## config.mk

```make
export PLATFORM = sky130hd
export DESIGN_NAME = ysyx_22040127_mem_arbiter_flat
export DESIGN_NICKNAME = d
export VERILOG_FILES = /design/src/rtl/ysyx_22040127_mem_arbiter_if.sv /design/src/rtl/ysyx_22040127_mem_arbiter.sv /design/src/flat_wrapper.sv
export SDC_FILE = /design/constraint.sdc
export NUM_CORES = 1
export LEC_CHECK = 0
export CELL_PAD_IN_SITES_DETAIL_PLACEMENT = 1
export CELL_PAD_IN_SITES_GLOBAL_PLACEMENT = 1
export CORE_AREA = 3 3 173 175
export CTS_BUF_LIST = sky130_fd_sc_hd__clkbuf_8 sky130_fd_sc_hd__clkbuf_16
export DETAILED_ROUTE_END_ITERATION = 10
export DIE_AREA = 0 0 176 178
export PLACE_DENSITY = 0.76
export SLEW_MARGIN = 20
export SYNTH_ARGS = -nofsm -noshare
export SYNTH_HDL_FRONTEND = slang
export SYNTH_SLANG_ARGS = --single-unit
export TNS_END_PERCENT = 10
```

## constraint.sdc

```tcl
create_clock -name clk -period 3.1 [get_ports clk]
set_clock_uncertainty 0.05 [all_clocks]
set_input_delay 0.31 -clock clk [delete_from_list [all_inputs] [get_ports clk]]
set_output_delay 0.31 -clock clk [all_outputs]
set_load 0.01 [all_outputs]
```

## src/rtl/ysyx_22040127_mem_arbiter_if.sv

```systemverilog
// Bus bundle for the IF/LSU memory arbiter: both requester ports, the downstream
// memory port and the busy flag. The slave view belongs to the arbiter; the
// master view belongs to whatever surrounds it (requesters plus memory).
interface ysyx_22040127_mem_arbiter_if #(
    parameter int ADDR_W = 32,
    parameter int DATA_W = 64
);
    // Instruction fetch port (read-only)
    logic                  if_req_valid;
    logic [ADDR_W-1:0]     if_req_addr;
    logic                  if_req_ready;
    logic                  if_rsp_valid;
    logic [DATA_W-1:0]     if_rsp_rdata;
    logic                  if_flush;

    // Load/store port
    logic                  ls_req_valid;
    logic [ADDR_W-1:0]     ls_req_addr;
    logic                  ls_req_wen;
    logic [DATA_W-1:0]     ls_req_wdata;
    logic [DATA_W/8-1:0]   ls_req_wmask;
    logic                  ls_req_ready;
    logic                  ls_rsp_valid;
    logic [DATA_W-1:0]     ls_rsp_rdata;

    // Downstream memory port
    logic                  mem_req_valid;
    logic                  mem_req_ready;
    logic [ADDR_W-1:0]     mem_req_addr;
    logic                  mem_req_wen;
    logic [DATA_W-1:0]     mem_req_wdata;
    logic [DATA_W/8-1:0]   mem_req_wmask;
    logic                  mem_rsp_valid;
    logic [DATA_W-1:0]     mem_rsp_rdata;

    logic                  busy;

    modport slave (
        input  if_req_valid, if_req_addr, if_flush,
        input  ls_req_valid, ls_req_addr, ls_req_wen, ls_req_wdata, ls_req_wmask,
        input  mem_req_ready, mem_rsp_valid, mem_rsp_rdata,
        output if_req_ready, if_rsp_valid, if_rsp_rdata,
        output ls_req_ready, ls_rsp_valid, ls_rsp_rdata,
        output mem_req_valid, mem_req_addr, mem_req_wen, mem_req_wdata, mem_req_wmask,
        output busy
    );

    modport master (
        output if_req_valid, if_req_addr, if_flush,
        output ls_req_valid, ls_req_addr, ls_req_wen, ls_req_wdata, ls_req_wmask,
        output mem_req_ready, mem_rsp_valid, mem_rsp_rdata,
        input  if_req_ready, if_rsp_valid, if_rsp_rdata,
        input  ls_req_ready, ls_rsp_valid, ls_rsp_rdata,
        input  mem_req_valid, mem_req_addr, mem_req_wen, mem_req_wdata, mem_req_wmask,
        input  busy
    );
endinterface

```

## src/rtl/ysyx_22040127_mem_arbiter.sv

```systemverilog
// Shares one downstream memory port between instruction fetch and the LSU.
// One transaction in flight at a time; LSU has priority, limited by a streak
// counter so a continuously requesting LSU cannot starve fetch. Fetch responses
// are squashed when the pipeline flushes.
module ysyx_22040127_mem_arbiter #(
    parameter int ADDR_W         = 32,
    parameter int DATA_W         = 64,
    parameter int MAX_LSU_STREAK = 4
) (
    input  logic                              clk,
    input  logic                              rst,
    ysyx_22040127_mem_arbiter_if.slave        bus
);
    localparam int MASK_W   = DATA_W / 8;
    localparam int STREAK_W = $clog2(MAX_LSU_STREAK + 1);
    localparam logic [STREAK_W-1:0] STREAK_MAX = STREAK_W'(MAX_LSU_STREAK);

    typedef enum logic [1:0] {
        S_IDLE = 2'd0,
        S_REQ  = 2'd1,
        S_WAIT = 2'd2
    } state_t;

    typedef enum logic {
        OWN_IF = 1'b0,
        OWN_LS = 1'b1
    } owner_t;

    state_t              r_state,  w_state_nxt;
    owner_t              r_owner,  w_owner_nxt;
    logic                r_drop,   w_drop_nxt;
    logic [STREAK_W-1:0] r_streak, w_streak_nxt;
    logic [ADDR_W-1:0]   r_addr,   w_addr_nxt;
    logic                r_wen,    w_wen_nxt;
    logic [DATA_W-1:0]   r_wdata,  w_wdata_nxt;
    logic [MASK_W-1:0]   r_wmask,  w_wmask_nxt;

    logic w_if_ok;
    logic w_grant_if;
    logic w_grant_ls;
    logic w_rsp_done;
    logic w_if_rsp;
    logic w_ls_rsp;

    // Winner selection in IDLE: LSU first unless fetch has waited out a full streak.
    always_comb begin
        w_if_ok    = bus.if_req_valid && !bus.if_flush;
        w_grant_ls = 1'b0;
        w_grant_if = 1'b0;
        if (r_state == S_IDLE) begin
            if (bus.ls_req_valid && !(w_if_ok && (r_streak == STREAK_MAX))) begin
                w_grant_ls = 1'b1;
            end else if (w_if_ok) begin
                w_grant_if = 1'b1;
            end
        end
    end

    // Next-state, request latch, drop flag and streak bookkeeping.
    always_comb begin
        w_state_nxt  = r_state;
        w_owner_nxt  = r_owner;
        w_drop_nxt   = r_drop;
        w_streak_nxt = r_streak;
        w_addr_nxt   = r_addr;
        w_wen_nxt    = r_wen;
        w_wdata_nxt  = r_wdata;
        w_wmask_nxt  = r_wmask;
        case (r_state)
            S_IDLE: begin
                w_drop_nxt = 1'b0;
                if (w_grant_ls) begin
                    w_state_nxt = S_REQ;
                    w_owner_nxt = OWN_LS;
                    w_addr_nxt  = bus.ls_req_addr;
                    w_wen_nxt   = bus.ls_req_wen;
                    w_wdata_nxt = bus.ls_req_wdata;
                    w_wmask_nxt = bus.ls_req_wmask;
                    if (bus.if_req_valid && (r_streak != STREAK_MAX)) begin
                        w_streak_nxt = r_streak + STREAK_W'(1);
                    end
                end else if (w_grant_if) begin
                    w_state_nxt  = S_REQ;
                    w_owner_nxt  = OWN_IF;
                    w_addr_nxt   = bus.if_req_addr;
                    w_wen_nxt    = 1'b0;
                    w_wdata_nxt  = '0;
                    w_wmask_nxt  = '0;
                    w_streak_nxt = '0;
                end
            end
            S_REQ: begin
                if ((r_owner == OWN_IF) && bus.if_flush) begin
                    w_drop_nxt = 1'b1;
                end
                if (bus.mem_req_ready) begin
                    w_state_nxt = S_WAIT;
                end
            end
            S_WAIT: begin
                if (bus.mem_rsp_valid) begin
                    w_state_nxt = S_IDLE;
                    w_drop_nxt  = 1'b0;
                end else if ((r_owner == OWN_IF) && bus.if_flush) begin
                    w_drop_nxt = 1'b1;
                end
            end
            default: begin
                w_state_nxt = S_IDLE;
            end
        endcase
    end

    // State and latched-request registers with synchronous reset.
    always_ff @(posedge clk) begin
        if (rst) begin
            r_state  <= S_IDLE;
            r_owner  <= OWN_IF;
            r_drop   <= 1'b0;
            r_streak <= '0;
            r_addr   <= '0;
            r_wen    <= 1'b0;
            r_wdata  <= '0;
            r_wmask  <= '0;
        end else begin
            r_state  <= w_state_nxt;
            r_owner  <= w_owner_nxt;
            r_drop   <= w_drop_nxt;
            r_streak <= w_streak_nxt;
            r_addr   <= w_addr_nxt;
            r_wen    <= w_wen_nxt;
            r_wdata  <= w_wdata_nxt;
            r_wmask  <= w_wmask_nxt;
        end
    end

    // Handshake outputs; held low during reset so no acceptance or response
    // is signalled for a transaction the reset is about to discard.
    always_comb begin
        w_rsp_done = (r_state == S_WAIT) && bus.mem_rsp_valid;
        w_if_rsp   = !rst && w_rsp_done && (r_owner == OWN_IF) && !r_drop && !bus.if_flush;
        w_ls_rsp   = !rst && w_rsp_done && (r_owner == OWN_LS);

        bus.if_req_ready  = !rst && w_grant_if;
        bus.ls_req_ready  = !rst && w_grant_ls;
        bus.if_rsp_valid  = w_if_rsp;
        bus.if_rsp_rdata  = w_if_rsp ? bus.mem_rsp_rdata : '0;
        bus.ls_rsp_valid  = w_ls_rsp;
        bus.ls_rsp_rdata  = (w_ls_rsp && !r_wen) ? bus.mem_rsp_rdata : '0;

        bus.mem_req_valid = !rst && (r_state == S_REQ);
        bus.mem_req_addr  = r_addr;
        bus.mem_req_wen   = r_wen;
        bus.mem_req_wdata = r_wdata;
        bus.mem_req_wmask = r_wmask;

        bus.busy          = (r_state != S_IDLE);
    end
endmodule
```

## src/flat_wrapper.sv

```systemverilog
// flat-port wrapper written by rule: the top's interface ports become plain ports
module ysyx_22040127_mem_arbiter_flat 
#(
    parameter int ADDR_W         = 32,
    parameter int DATA_W         = 64,
    parameter int MAX_LSU_STREAK = 4
)
  (clk, rst, bus_if_req_valid, bus_if_req_addr, bus_if_flush, bus_ls_req_valid, bus_ls_req_addr, bus_ls_req_wen, bus_ls_req_wdata, bus_ls_req_wmask, bus_mem_req_ready, bus_mem_rsp_valid, bus_mem_rsp_rdata, bus_if_req_ready, bus_if_rsp_valid, bus_if_rsp_rdata, bus_ls_req_ready, bus_ls_rsp_valid, bus_ls_rsp_rdata, bus_mem_req_valid, bus_mem_req_addr, bus_mem_req_wen, bus_mem_req_wdata, bus_mem_req_wmask, bus_busy);
  ysyx_22040127_mem_arbiter_if #(.ADDR_W(ADDR_W), .DATA_W(DATA_W)) bus_i ();
  input  logic clk;
  input  logic rst;
  input wire logic [$bits(bus_i.if_req_valid)-1:0] bus_if_req_valid;
  input wire logic [$bits(bus_i.if_req_addr)-1:0] bus_if_req_addr;
  input wire logic [$bits(bus_i.if_flush)-1:0] bus_if_flush;
  input wire logic [$bits(bus_i.ls_req_valid)-1:0] bus_ls_req_valid;
  input wire logic [$bits(bus_i.ls_req_addr)-1:0] bus_ls_req_addr;
  input wire logic [$bits(bus_i.ls_req_wen)-1:0] bus_ls_req_wen;
  input wire logic [$bits(bus_i.ls_req_wdata)-1:0] bus_ls_req_wdata;
  input wire logic [$bits(bus_i.ls_req_wmask)-1:0] bus_ls_req_wmask;
  input wire logic [$bits(bus_i.mem_req_ready)-1:0] bus_mem_req_ready;
  input wire logic [$bits(bus_i.mem_rsp_valid)-1:0] bus_mem_rsp_valid;
  input wire logic [$bits(bus_i.mem_rsp_rdata)-1:0] bus_mem_rsp_rdata;
  output wire logic [$bits(bus_i.if_req_ready)-1:0] bus_if_req_ready;
  output wire logic [$bits(bus_i.if_rsp_valid)-1:0] bus_if_rsp_valid;
  output wire logic [$bits(bus_i.if_rsp_rdata)-1:0] bus_if_rsp_rdata;
  output wire logic [$bits(bus_i.ls_req_ready)-1:0] bus_ls_req_ready;
  output wire logic [$bits(bus_i.ls_rsp_valid)-1:0] bus_ls_rsp_valid;
  output wire logic [$bits(bus_i.ls_rsp_rdata)-1:0] bus_ls_rsp_rdata;
  output wire logic [$bits(bus_i.mem_req_valid)-1:0] bus_mem_req_valid;
  output wire logic [$bits(bus_i.mem_req_addr)-1:0] bus_mem_req_addr;
  output wire logic [$bits(bus_i.mem_req_wen)-1:0] bus_mem_req_wen;
  output wire logic [$bits(bus_i.mem_req_wdata)-1:0] bus_mem_req_wdata;
  output wire logic [$bits(bus_i.mem_req_wmask)-1:0] bus_mem_req_wmask;
  output wire logic [$bits(bus_i.busy)-1:0] bus_busy;
  assign bus_i.if_req_valid = bus_if_req_valid;
  assign bus_i.if_req_addr = bus_if_req_addr;
  assign bus_i.if_flush = bus_if_flush;
  assign bus_i.ls_req_valid = bus_ls_req_valid;
  assign bus_i.ls_req_addr = bus_ls_req_addr;
  assign bus_i.ls_req_wen = bus_ls_req_wen;
  assign bus_i.ls_req_wdata = bus_ls_req_wdata;
  assign bus_i.ls_req_wmask = bus_ls_req_wmask;
  assign bus_i.mem_req_ready = bus_mem_req_ready;
  assign bus_i.mem_rsp_valid = bus_mem_rsp_valid;
  assign bus_i.mem_rsp_rdata = bus_mem_rsp_rdata;
  assign bus_if_req_ready = bus_i.if_req_ready;
  assign bus_if_rsp_valid = bus_i.if_rsp_valid;
  assign bus_if_rsp_rdata = bus_i.if_rsp_rdata;
  assign bus_ls_req_ready = bus_i.ls_req_ready;
  assign bus_ls_rsp_valid = bus_i.ls_rsp_valid;
  assign bus_ls_rsp_rdata = bus_i.ls_rsp_rdata;
  assign bus_mem_req_valid = bus_i.mem_req_valid;
  assign bus_mem_req_addr = bus_i.mem_req_addr;
  assign bus_mem_req_wen = bus_i.mem_req_wen;
  assign bus_mem_req_wdata = bus_i.mem_req_wdata;
  assign bus_mem_req_wmask = bus_i.mem_req_wmask;
  assign bus_busy = bus_i.busy;
  ysyx_22040127_mem_arbiter #(.ADDR_W(ADDR_W), .DATA_W(DATA_W), .MAX_LSU_STREAK(MAX_LSU_STREAK)) u_core (.clk(clk), .rst(rst), .bus(bus_i));
endmodule
```

==> results.cfg, run 1 <==
[run_status]
outcome = finished, final reports clean

[clock_network]
cts_inserted_buffers = 9
max-clock-path-buffers = 2
tritoncts = done
clock-sinks = 112
cts.repair_timing.setup_buffer_count = 0
cts.root.buffer_cell = sky130_fd_sc_hd__clkbuf_16
insertion_delay_ps = 350
cts-htree-levels = 3
clkTransAtPathRegs_ps = 80

[sta]
final_hold_viol_count = 0
finalWorstPathRequiredPeriod_ps = 2840
slew_headroom_pct = 50.5
setup_viol = 0
fin_crit_sh_pct = 91.6
timing.setup.tns_ps = 0
grt_setup_unrepaired = false
timing_max_transition_violations_final = 0
setup_slack_ps = 261
tightest_slew_ps = 743
max_freq_mhz = 352

[logic_synthesis]
synth_cell_type_count = 33
yosysSeqAreaShare_pct = 45.3
ys_warn_count = 0
syn-instance-count = 592
syn-num-nets = 806
avg_cell_area_syn_um2 = 8.36
synth.ff_latch_count = 112
syn-cell-area_um2 = 4950

[routing]
first_pass_iters = 6
post_drt_via_cell_ratio = 4.22
remaining_design_rule_violation_count = 0
detail-route-antenna-nets = 0
wl_um = 26200
via_count = 5919
drt_first_iter_violations = 223
avgRoutedWirePerCell_um = 18.7

[grt]
grt_max_degree = 78
first_global_vias = 6072
grt-ovfl-total = 0
grtUsageMet3_pct = 4.87
globalRouteMet2Util_pct = 27.8
grt_busiest_layer = met2
grt_util_all_layers_pct = 15.5
grt_pass1_wl_um = 37500
grt.met1_usage_pct = 17.2
initial_antenna_violation_count = 8

[pwr]
power.density_cell_area_nw_per_um2 = 411
irDropWorstVdd_v = 0.000230
sequentialPowerShare_pct = 40.4
leakage_nw = 3.72
clkPwrFrac_pct = 28.3
p_int_mw = 2.88
total_switching_power_mw = 1.29
netSwitchingFraction_pct = 30.9
power.combinational.fraction_pct = 31.3

[worst_setup_path]
path_class = reg2out
worst_setup_path_end_kind = output pin
required_ps = 2740
worst-r2r-setup-slack_ps = 1020
critical_path_arrival_ps = 2480
start_kind = flip-flop
critical_path_peak_fanout = 65

[die]
die_y_um = 178
initial_core_util_pct = 17.3
die_x_um = 176
die_area_um2 = 31300
top_level_ports = 447
core_region_area_um2 = 28600
num_rows = 62

[place]
place.port_buffers = 446
dpl_cell_area_um2 = 9840
dp_hpwl_um = 21100
placement.setup.worst_slack_ps = 408
gp_congestion = 0.790

[layout]
fin_nets = 1222
post_route_cells_drive_above_1_share_pct = 3.16
leading_cell_types_in_the_layout_fill_and_taps_excluded = sky130_fd_sc_hd__clkdlybuf4s50_1, sky130_fd_sc_hd__and2_1, sky130_fd_sc_hd__nor2_1, sky130_fd_sc_hd__dfxtp_1, sky130_fd_sc_hd__a22oi_1
layout.filler_cells = 3301
stdcell_area_um2 = 10100
final_common_cell = sky130_fd_sc_hd__clkdlybuf4s50_1
syn2layout_area_growth_pct = 105

[run]
drv.max_cap_violation_count = 0

[worst_hold_path]
hp-class = reg2reg
-- metrics by stage --
step	power [mW]	std cells	utilization [%]	hold WS, ps
after floorplan	2.24	592	-	399
after global placement	3.01	1381	34.4	414
after detailed placement	3.04	1381	34.4	432
after CTS	4.25	1397	35.4	448
after global routing	4.42	1402	35.4	469
final	4.17	1402	35.4	442
-- flip-flops by register name, indices dropped and copies added (netlist names) --
| signal | count |
|---|---|
| u_core.bus.mem_req_addr | 32 |
| u_core.bus.mem_req_wdata | 64 |
| u_core.bus.mem_req_wen | 1 |
| u_core.bus.mem_req_wmask | 8 |
| u_core.r_drop | 1 |
| u_core.r_owner | 1 |
| u_core.r_state | 2 |
| u_core.r_streak | 3 |
-- kinds of logic (layout without fill, tap and decap cells) --
group | after synthesis | count (layout) | share of synthesized area, %
AOI/OAI and AO/OA | 122 | 122 | 17.5
adders and majority gates | 6 | 6 | 1.52
buffers and inverters | 61 | 482 | 5.46
DFF | 112 | 112 | 45.3
other | 0 | 5 | 0
and+or+nand+nor | 291 | 291 | 30.2
-- cell usage after synthesis (all sizes together) --
library cell / instances / area share [%]
o31ai: 1 / 0.15
o22ai: 32 / 4.0
and2: 128 / 16
nand3b: 1 / 0.15
ha: 6 / 1.5
nand3: 3 / 0.30
nor3: 34 / 3.5
a311o: 1 / 0.20
a21o: 1 / 0.15
nor2: 112 / 8.5
a22oi: 73 / 11
nor4: 2 / 0.25
a221oi: 1 / 0.18
a21oi: 7 / 0.71
a31oi: 1 / 0.13
o21ai: 2 / 0.20
clkbuf: 30 / 2.3
nand2b: 2 / 0.25
nor2b: 3 / 0.38
inv: 9 / 0.68
or3: 1 / 0.13
a311oi: 2 / 0.48
dfxtp: 112 / 45
buf: 22 / 2.5
a21bo: 1 / 0.20
or3b: 1 / 0.18
nand2: 4 / 0.30
-- metal layers --
metal	vias up	share of wire (%)
li1	2857	-
met1	2785	39
met2	241	51
met3	32	7.7
met4	4	2.7
met5	-	0.099
-- worst max-delay path, stage by stage (launching register included) --
cell and delay [ps]:
sky130_fd_sc_hd__dfxtp_1 340, sky130_fd_sc_hd__inv_1 110, sky130_fd_sc_hd__ha_1 170, sky130_fd_sc_hd__nand3b_1 230
sky130_fd_sc_hd__nor4_4 260, sky130_fd_sc_hd__buf_12 270, sky130_fd_sc_hd__and2_1 170, sky130_fd_sc_hd__clkdlybuf4s50_1 570
-- cell type report --
class / instances / area (um^2) / share of cell area, %
timing repair buffer: 457 / 4610 / 45.4
tap: 384 / 480 / 4.73
multi-input combinational: 419 / 2480 / 24.5
clock buffer: 9 / 225 / 2.22
clock inverter: 7 / 63.8 / 0.629
inverter: 9 / 33.8 / 0.333
sequential: 112 / 2240 / 22.1
antenna: 5 / 12.5 / 0.123
-- worst paths after layout --
path / from / end / depth (start not counted)
worst max-delay path: u_core.r_state[0] / bus_if_rsp_rdata[3] / 7
worst max register to register: u_core.r_state[0] / u_core.bus.mem_req_addr[19] / 7
worst min register to register: u_core.r_streak[1] / u_core.r_streak[1] / 2
worst min-delay path: u_core.r_streak[1] / u_core.r_streak[1] / 2
-- power by group through the flow --
| stage | clock [mW] | combinational [mW] | sequential [mW] |
|---|---|---|---|
| 6_report | 1.18 | 1.31 | 1.68 |
| 5_1_grt | 1.30 | 1.42 | 1.71 |
| 4_1_cts | 1.24 | 1.33 | 1.68 |
| 3_5_place_dp | 0 | 1.33 | 1.72 |
| 3_3_place_gp | 0 | 1.31 | 1.71 |
| 2_1_floorplan | 0 | 0.467 | 1.78 |
-- timing repair --
item	in CTS	in global routing
hold buffers	0	0
setup endpoints to repair	0	1
gates resized for setup	0	1
No activity file was read; power rests on OpenSTA's default activity.
==> inputs of run 2 (changes only) <==
--- a/config.mk
+++ b/config.mk
@@ -5,13 +5,14 @@
 export SDC_FILE = /design/constraint.sdc
 export NUM_CORES = 1
 export LEC_CHECK = 0
+export ABC_AREA = 1
 export CELL_PAD_IN_SITES_DETAIL_PLACEMENT = 1
 export CELL_PAD_IN_SITES_GLOBAL_PLACEMENT = 1
 export CORE_AREA = 3 3 173 175
 export CTS_BUF_LIST = sky130_fd_sc_hd__clkbuf_8 sky130_fd_sc_hd__clkbuf_16
 export DETAILED_ROUTE_END_ITERATION = 10
 export DIE_AREA = 0 0 176 178
-export PLACE_DENSITY = 0.76
+export PLACE_DENSITY = 0.81
 export SLEW_MARGIN = 20
 export SYNTH_ARGS = -nofsm -noshare
 export SYNTH_HDL_FRONTEND = slang
==> run 2 against run 1 <==
Non-clock buffer count is the same. Hold slack worse by 21 ps. Critical path depth up 1. Largest cell class unchanged. Final area is 1.8% higher. Fmax up 1.4%. Sequential power increased by 17%. Global-route usage increased by 0.45 points. Worst setup slack improved by 39 ps. Combinational power up 73%. Utilization up 0.64 points. Final cell count is 15% higher.
==> results.cfg, run 2 <==
[routing]
wl_um = 26600
wl_met3_um = 2140
post_drt_via_cell_ratio = 4.16
detail-route-antenna-nets = 0
wl_met2_um = 13600
first_pass_iters = 4
via_count = 6738
avgRoutedWirePerCell_um = 16.5
route.top_layer_used = met5
drt_first_iter_violations = 217
remaining_design_rule_violation_count = 0
met1Wirelength_um = 10000

[place]
dp_hpwl_um = 21700
gp_congestion = 0.789
dpl_cell_area_um2 = 10000
placement.setup.worst_slack_ps = 483
cell_count_post_placement = 1600
place.port_buffers = 446

[sta]
setup_slack_ps = 300
timing.setup.tns_ps = 0
setup_viol = 0
fin_crit_sh_pct = 90.3
grt_setup_unrepaired = false
max_freq_mhz = 357
finalWorstPathRequiredPeriod_ps = 2800
slew_headroom_pct = 47.6
final_hold_viol_count = 0
tightest_slew_ps = 787
hold_ws_ps = 420
timing_max_transition_violations_final = 0

[worst_setup_path]
start_kind = flip-flop
path_class = reg2out
critical_path_arrival_ps = 2440
worstRegToRegCells = 11
required_ps = 2740
critical_path_peak_fanout = 64
worst_setup_path_end_kind = output pin
worst-r2r-setup-slack_ps = 800

[logic_synthesis]
synth_ff_type = sky130_fd_sc_hd__dfxtp_1
synth-compound-area-share_pct = 10.5
synth.most_common_cell = sky130_fd_sc_hd__nand2_1
synth_edf_count = 0
ys_warn_count = 0
yosysSeqAreaShare_pct = 42.7
largest_family_of_logic_cells_by_synthesized_area = simple AND/OR/NAND/NOR gates
synth-xor-area-share_pct = 0
post_synth_mux_area_share_pct = 0
avg_cell_area_syn_um2 = 6.47
syn-instance-count = 812
post_synth_most_frequent_cells = sky130_fd_sc_hd__nand2_1, sky130_fd_sc_hd__nor2_1, sky130_fd_sc_hd__inv_1, sky130_fd_sc_hd__dfxtp_1, sky130_fd_sc_hd__nand3_1
synth.ff_latch_count = 112
syn-cell-area_um2 = 5250
netlist.area_leader.share_pct = 42.7
netlist.top_cell.by_area = sky130_fd_sc_hd__dfxtp_1
syn-num-nets = 1026
synth_fa_ha_area_share_pct = 1.43
simple_gate_area_share_of_the_yosys_netlist_pct = 32.1
async_reset_ff_share_pct = 0
synth_cell_type_count = 20
synth.area.top_cells = sky130_fd_sc_hd__dfxtp_1, sky130_fd_sc_hd__nand2_1, sky130_fd_sc_hd__nor2_1, sky130_fd_sc_hd__inv_1, sky130_fd_sc_hd__nand3_1

[die]
die_y_um = 178
num_rows = 62
die_x_um = 176
core_region_area_um2 = 28600
die_area_um2 = 31300
initial_core_util_pct = 18.4
top_level_ports = 447

[clock_network]
clock-sinks = 112
cts.root.buffer_cell = sky130_fd_sc_hd__clkbuf_16
cts.repair_timing.setup_buffer_count = 0
tritoncts = done
cts_inserted_buffers = 9
max-clock-path-buffers = 2
cts-htree-levels = 3
number_of_gates_resized_after_cts = 0
hold_fix_buffers_at_cts = 0
clkTransAtPathRegs_ps = 80
insertion_delay_ps = 350

[layout]
post_route_cells_drive_above_1_share_pct = 3.00
fin_nets = 1441
final_common_cell = sky130_fd_sc_hd__clkdlybuf4s50_1
stdcell_area_um2 = 10300
sequential_cell_area_um2 = 2240
layout.filler_cells = 3473
largest_register_ff_count = 64
syn2layout_area_growth_pct = 96.6
leading_cell_types_in_the_layout_fill_and_taps_excluded = sky130_fd_sc_hd__clkdlybuf4s50_1, sky130_fd_sc_hd__nand2_1, sky130_fd_sc_hd__nor2_1
multi_input_area_um2 = 2310
layout.core_utilization_pct = 36.1
post_layout_nonfiller_instances = 1618

[worst_hold_path]
hp-class = reg2reg
worstHoldPathCells = 2

[grt]
grt-ovfl-total = 0
grt_pass1_wl_um = 39300
initial_antenna_violation_count = 4
first_global_vias = 6975
grt_max_degree = 73
grt_util_all_layers_pct = 16.0

[pwr]
leakage_nw = 4.62
power_total_mw = 5.39
power.density_cell_area_nw_per_um2 = 522
irDropWorstVdd_v = 0.000252

[run]
drv.max_cap_violation_count = 0

[run_status]
outcome = finished, final reports clean
==> run 2: metal layers <==
metal | track usage (%) | vias to the layer above
li1 | - | 3310
met1 | 17.0 | 3115
met2 | 29.5 | 264
met3 | 5.00 | 45
met4 | 6.04 | 4
met5 | 0 | -
==> run 2: logic make-up (layout without fill, tap and decap cells) <==
logic type | Yosys count | after routing
adders and majority gates | 6 | 6
and+or+nand+nor | 417 | 417
other | 0 | 2
buffers and inverters | 170 | 590
DFF | 112 | 112
AOI/OAI and AO/OA | 107 | 107
==> run 2: path summary, 6_finish.rpt <==
path	start	endpoint
worst max-delay path	u_core.r_state[0]	bus_ls_rsp_rdata[25]
worst min-delay path	u_core.bus.mem_req_wmask[0]	u_core.bus.mem_req_wmask[0]
worst max register to register	u_core.r_streak[0]	u_core.bus.mem_req_wdata[4]
worst min register to register	u_core.bus.mem_req_wmask[0]	u_core.bus.mem_req_wmask[0]
==> run 2: area by class of cell <==
cell class | instances | share of cell area (%)
Timing Repair Buffer | 457 | 44.1
Multi-Input combinational cell | 530 | 22.4
Sequential cell | 112 | 21.7
Tap cell | 384 | 4.65
Inverter | 117 | 4.25
Clock buffer | 9 | 2.18
Clock inverter | 7 | 0.642
Antenna cell | 2 | 0.0484
==> run 2: critical path: stages, from the launching register on <==
cell and delay (ps):
sky130_fd_sc_hd__dfxtp_1 400, sky130_fd_sc_hd__inv_1 90, sky130_fd_sc_hd__ha_1 220, sky130_fd_sc_hd__nand3_1 120
sky130_fd_sc_hd__nor2_2 50, sky130_fd_sc_hd__nand2_2 40, sky130_fd_sc_hd__buf_4 490, sky130_fd_sc_hd__nor2_1 110
sky130_fd_sc_hd__clkdlybuf4s50_1 520
==> run 2: where the power goes <==
group / switching, mW / total (mW) / internal [mW]
sequential: 0.180 / 1.96 / 1.78
clock: 0.598 / 1.16 / 0.566
combinational: 1.18 / 2.27 / 1.09
total: 1.96 / 5.39 / 3.43
==> inputs of run 3 (changes only) <==
--- a/config.mk
+++ b/config.mk
@@ -12,7 +12,7 @@
 export CTS_BUF_LIST = sky130_fd_sc_hd__clkbuf_8 sky130_fd_sc_hd__clkbuf_16
 export DETAILED_ROUTE_END_ITERATION = 10
 export DIE_AREA = 0 0 176 178
-export PLACE_DENSITY = 0.81
+export PLACE_DENSITY = 0.75
 export SLEW_MARGIN = 20
 export SYNTH_ARGS = -nofsm -noshare
 export SYNTH_HDL_FRONTEND = slang
==> run 3 against run 2 <==
Die area unchanged. Via count fell by 0.55%. Combinational power about the same. Clock power increased by 14%. Critical path type unchanged. Highest routed layer unchanged.
==> results.cfg, run 3 (same netlist as run 2, synthesis figures left out) <==
[pwr]
irDropWorstVdd_v = 0.000336
power_total_mw = 5.55
leakage_nw = 4.64
power.density_cell_area_nw_per_um2 = 535

[sta]
hold_ws_ps = 420
tightest_slew_ps = 779
slew_headroom_pct = 48.0
fin_crit_sh_pct = 89.8
max_freq_mhz = 359
timing.setup.tns_ps = 0
setup_viol = 0
timing_max_transition_violations_final = 0
finalWorstPathRequiredPeriod_ps = 2790
final_hold_viol_count = 0
grt_setup_unrepaired = false

[clock_network]
max-clock-path-buffers = 2
cts.repair_timing.setup_buffer_count = 0
clock-sinks = 112
number_of_gates_resized_after_cts = 0
cts_inserted_buffers = 9
insertion_delay_ps = 350
cts.root.buffer_cell = sky130_fd_sc_hd__clkbuf_16
clkTransAtPathRegs_ps = 90
hold_fix_buffers_at_cts = 0
cts-htree-levels = 3
tritoncts = done

[worst_setup_path]
worst_setup_path_end_kind = output pin
critical_path_arrival_ps = 2430
crit_chain = inv_1, ha_1, nand3_1, nor2_2, nand2_2, buf_4, nor2_1, clkdlybuf4s50_1
critPathLaunch = u_core.r_state[0]
critical-path-slowest-cell = sky130_fd_sc_hd__clkdlybuf4s50_1
critPathMaxStageDelay_ps = 560
start_kind = flip-flop
critical_path_peak_fanout = 34
required_ps = 2740
rr_startpoint = u_core.r_state[0]
path_class = reg2out

[place]
gp_congestion = 0.822
dpl_cell_area_um2 = 10100
place.port_buffers = 446
dp_hpwl_um = 22200

[layout]
stdcell_area_um2 = 10400
final_common_cell = sky130_fd_sc_hd__clkdlybuf4s50_1
sequential_cell_area_um2 = 2240
layout.filler_cells = 3500
fin_nets = 1442
num_antenna_cells = 0
post_route_cells_drive_above_1_share_pct = 3.24
leading_cell_types_in_the_layout_fill_and_taps_excluded = sky130_fd_sc_hd__clkdlybuf4s50_1, sky130_fd_sc_hd__nand2_1, sky130_fd_sc_hd__nor2_1
layout.core_utilization_pct = 36.3
syn2layout_area_growth_pct = 97.6
multi_input_area_um2 = 2310
largest_register_ff_count = 64

[die]
die_y_um = 178
core_region_area_um2 = 28600
die_area_um2 = 31300
num_rows = 62
top_level_ports = 447
die_x_um = 176
initial_core_util_pct = 18.4

[grt]
grt_max_degree = 73
grt_pass1_wl_um = 40000
grt_busiest_layer = met2
first_global_vias = 6898
grt.met1_usage_pct = 18.1
globalRouteMet2Util_pct = 29.2
initial_antenna_violation_count = 3
grtUsageMet3_pct = 5.32
grt-ovfl-total = 0
grt_util_all_layers_pct = 16.3

[routing]
wl_um = 27300
post_drt_via_cell_ratio = 4.14
remaining_design_rule_violation_count = 0
drt_first_iter_violations = 221
avgRoutedWirePerCell_um = 16.9
first_pass_iters = 4
detail-route-antenna-nets = 0
via_count = 6701

[worst_hold_path]
hp-class = reg2reg
min-delay-start = u_core.bus.mem_req_wdata[48]

[run]
drv.max_cap_violation_count = 0

[run_status]
outcome = finished, final reports clean
==> run 3: cell types whose count changed in the layout (fill, tap and decap cells not counted), sizes merged <==
cell           delta
clkdlybuf4s50     -1
diode             -2
bufinv            +1
clkinv            -1
buf               +2
==> run 3: path summary, 6_finish.rpt <==
check                                               endpoint  slack [ps]  cells after the start
worst max-delay path                    bus_ls_rsp_rdata[12]         310                      8
worst min-delay path            u_core.bus.mem_req_wdata[48]         420                      2
worst max register to register            u_core.r_streak[1]        1010                      9
worst min register to register  u_core.bus.mem_req_wdata[48]         420                      2
==> run 3: metal layers <==
layer | vias to the layer above | share of wire (%) | wire, um
li1 | 3310 | - | -
met1 | 3070 | 39 | 10600
met2 | 274 | 50 | 13600
met3 | 41 | 8.3 | 2270
met4 | 6 | 3.0 | 816
met5 | - | 0.15 | 41
==> run 3: cell type report <==
type | count | share of cell area (%)
timing repair buffer | 458 | 44.1
tap | 384 | 4.63
clock inverter | 7 | 0.988
multi-input combinational | 530 | 22.3
inverter | 117 | 4.23
sequential | 112 | 21.6
clock buffer | 9 | 2.17
==> run 3: stage by stage <==
step	setup WS (ps)	std cells
floorplan	1440	812
global route	119	1617
finish	315	1617
detailed placement	461	1601
CTS	272	1617
global placement	535	1601
==> run 3: worst max-delay path, delay by kind of cell (launching register included) <==
kind                     cells  cell delay, ps
buffers and inverters        3             940
AND/OR/NAND/NOR              4             590
flip-flops                   1             350
adder cells (fa/ha/maj)      1             180
==> run 3: where the power goes <==
part / switching, mW / internal (mW) / total [mW]
Combinational: 1.18 / 1.09 / 2.27
Clock: 0.657 / 0.662 / 1.32
Sequential: 0.179 / 1.78 / 1.96
Total: 2.02 / 3.53 / 5.55
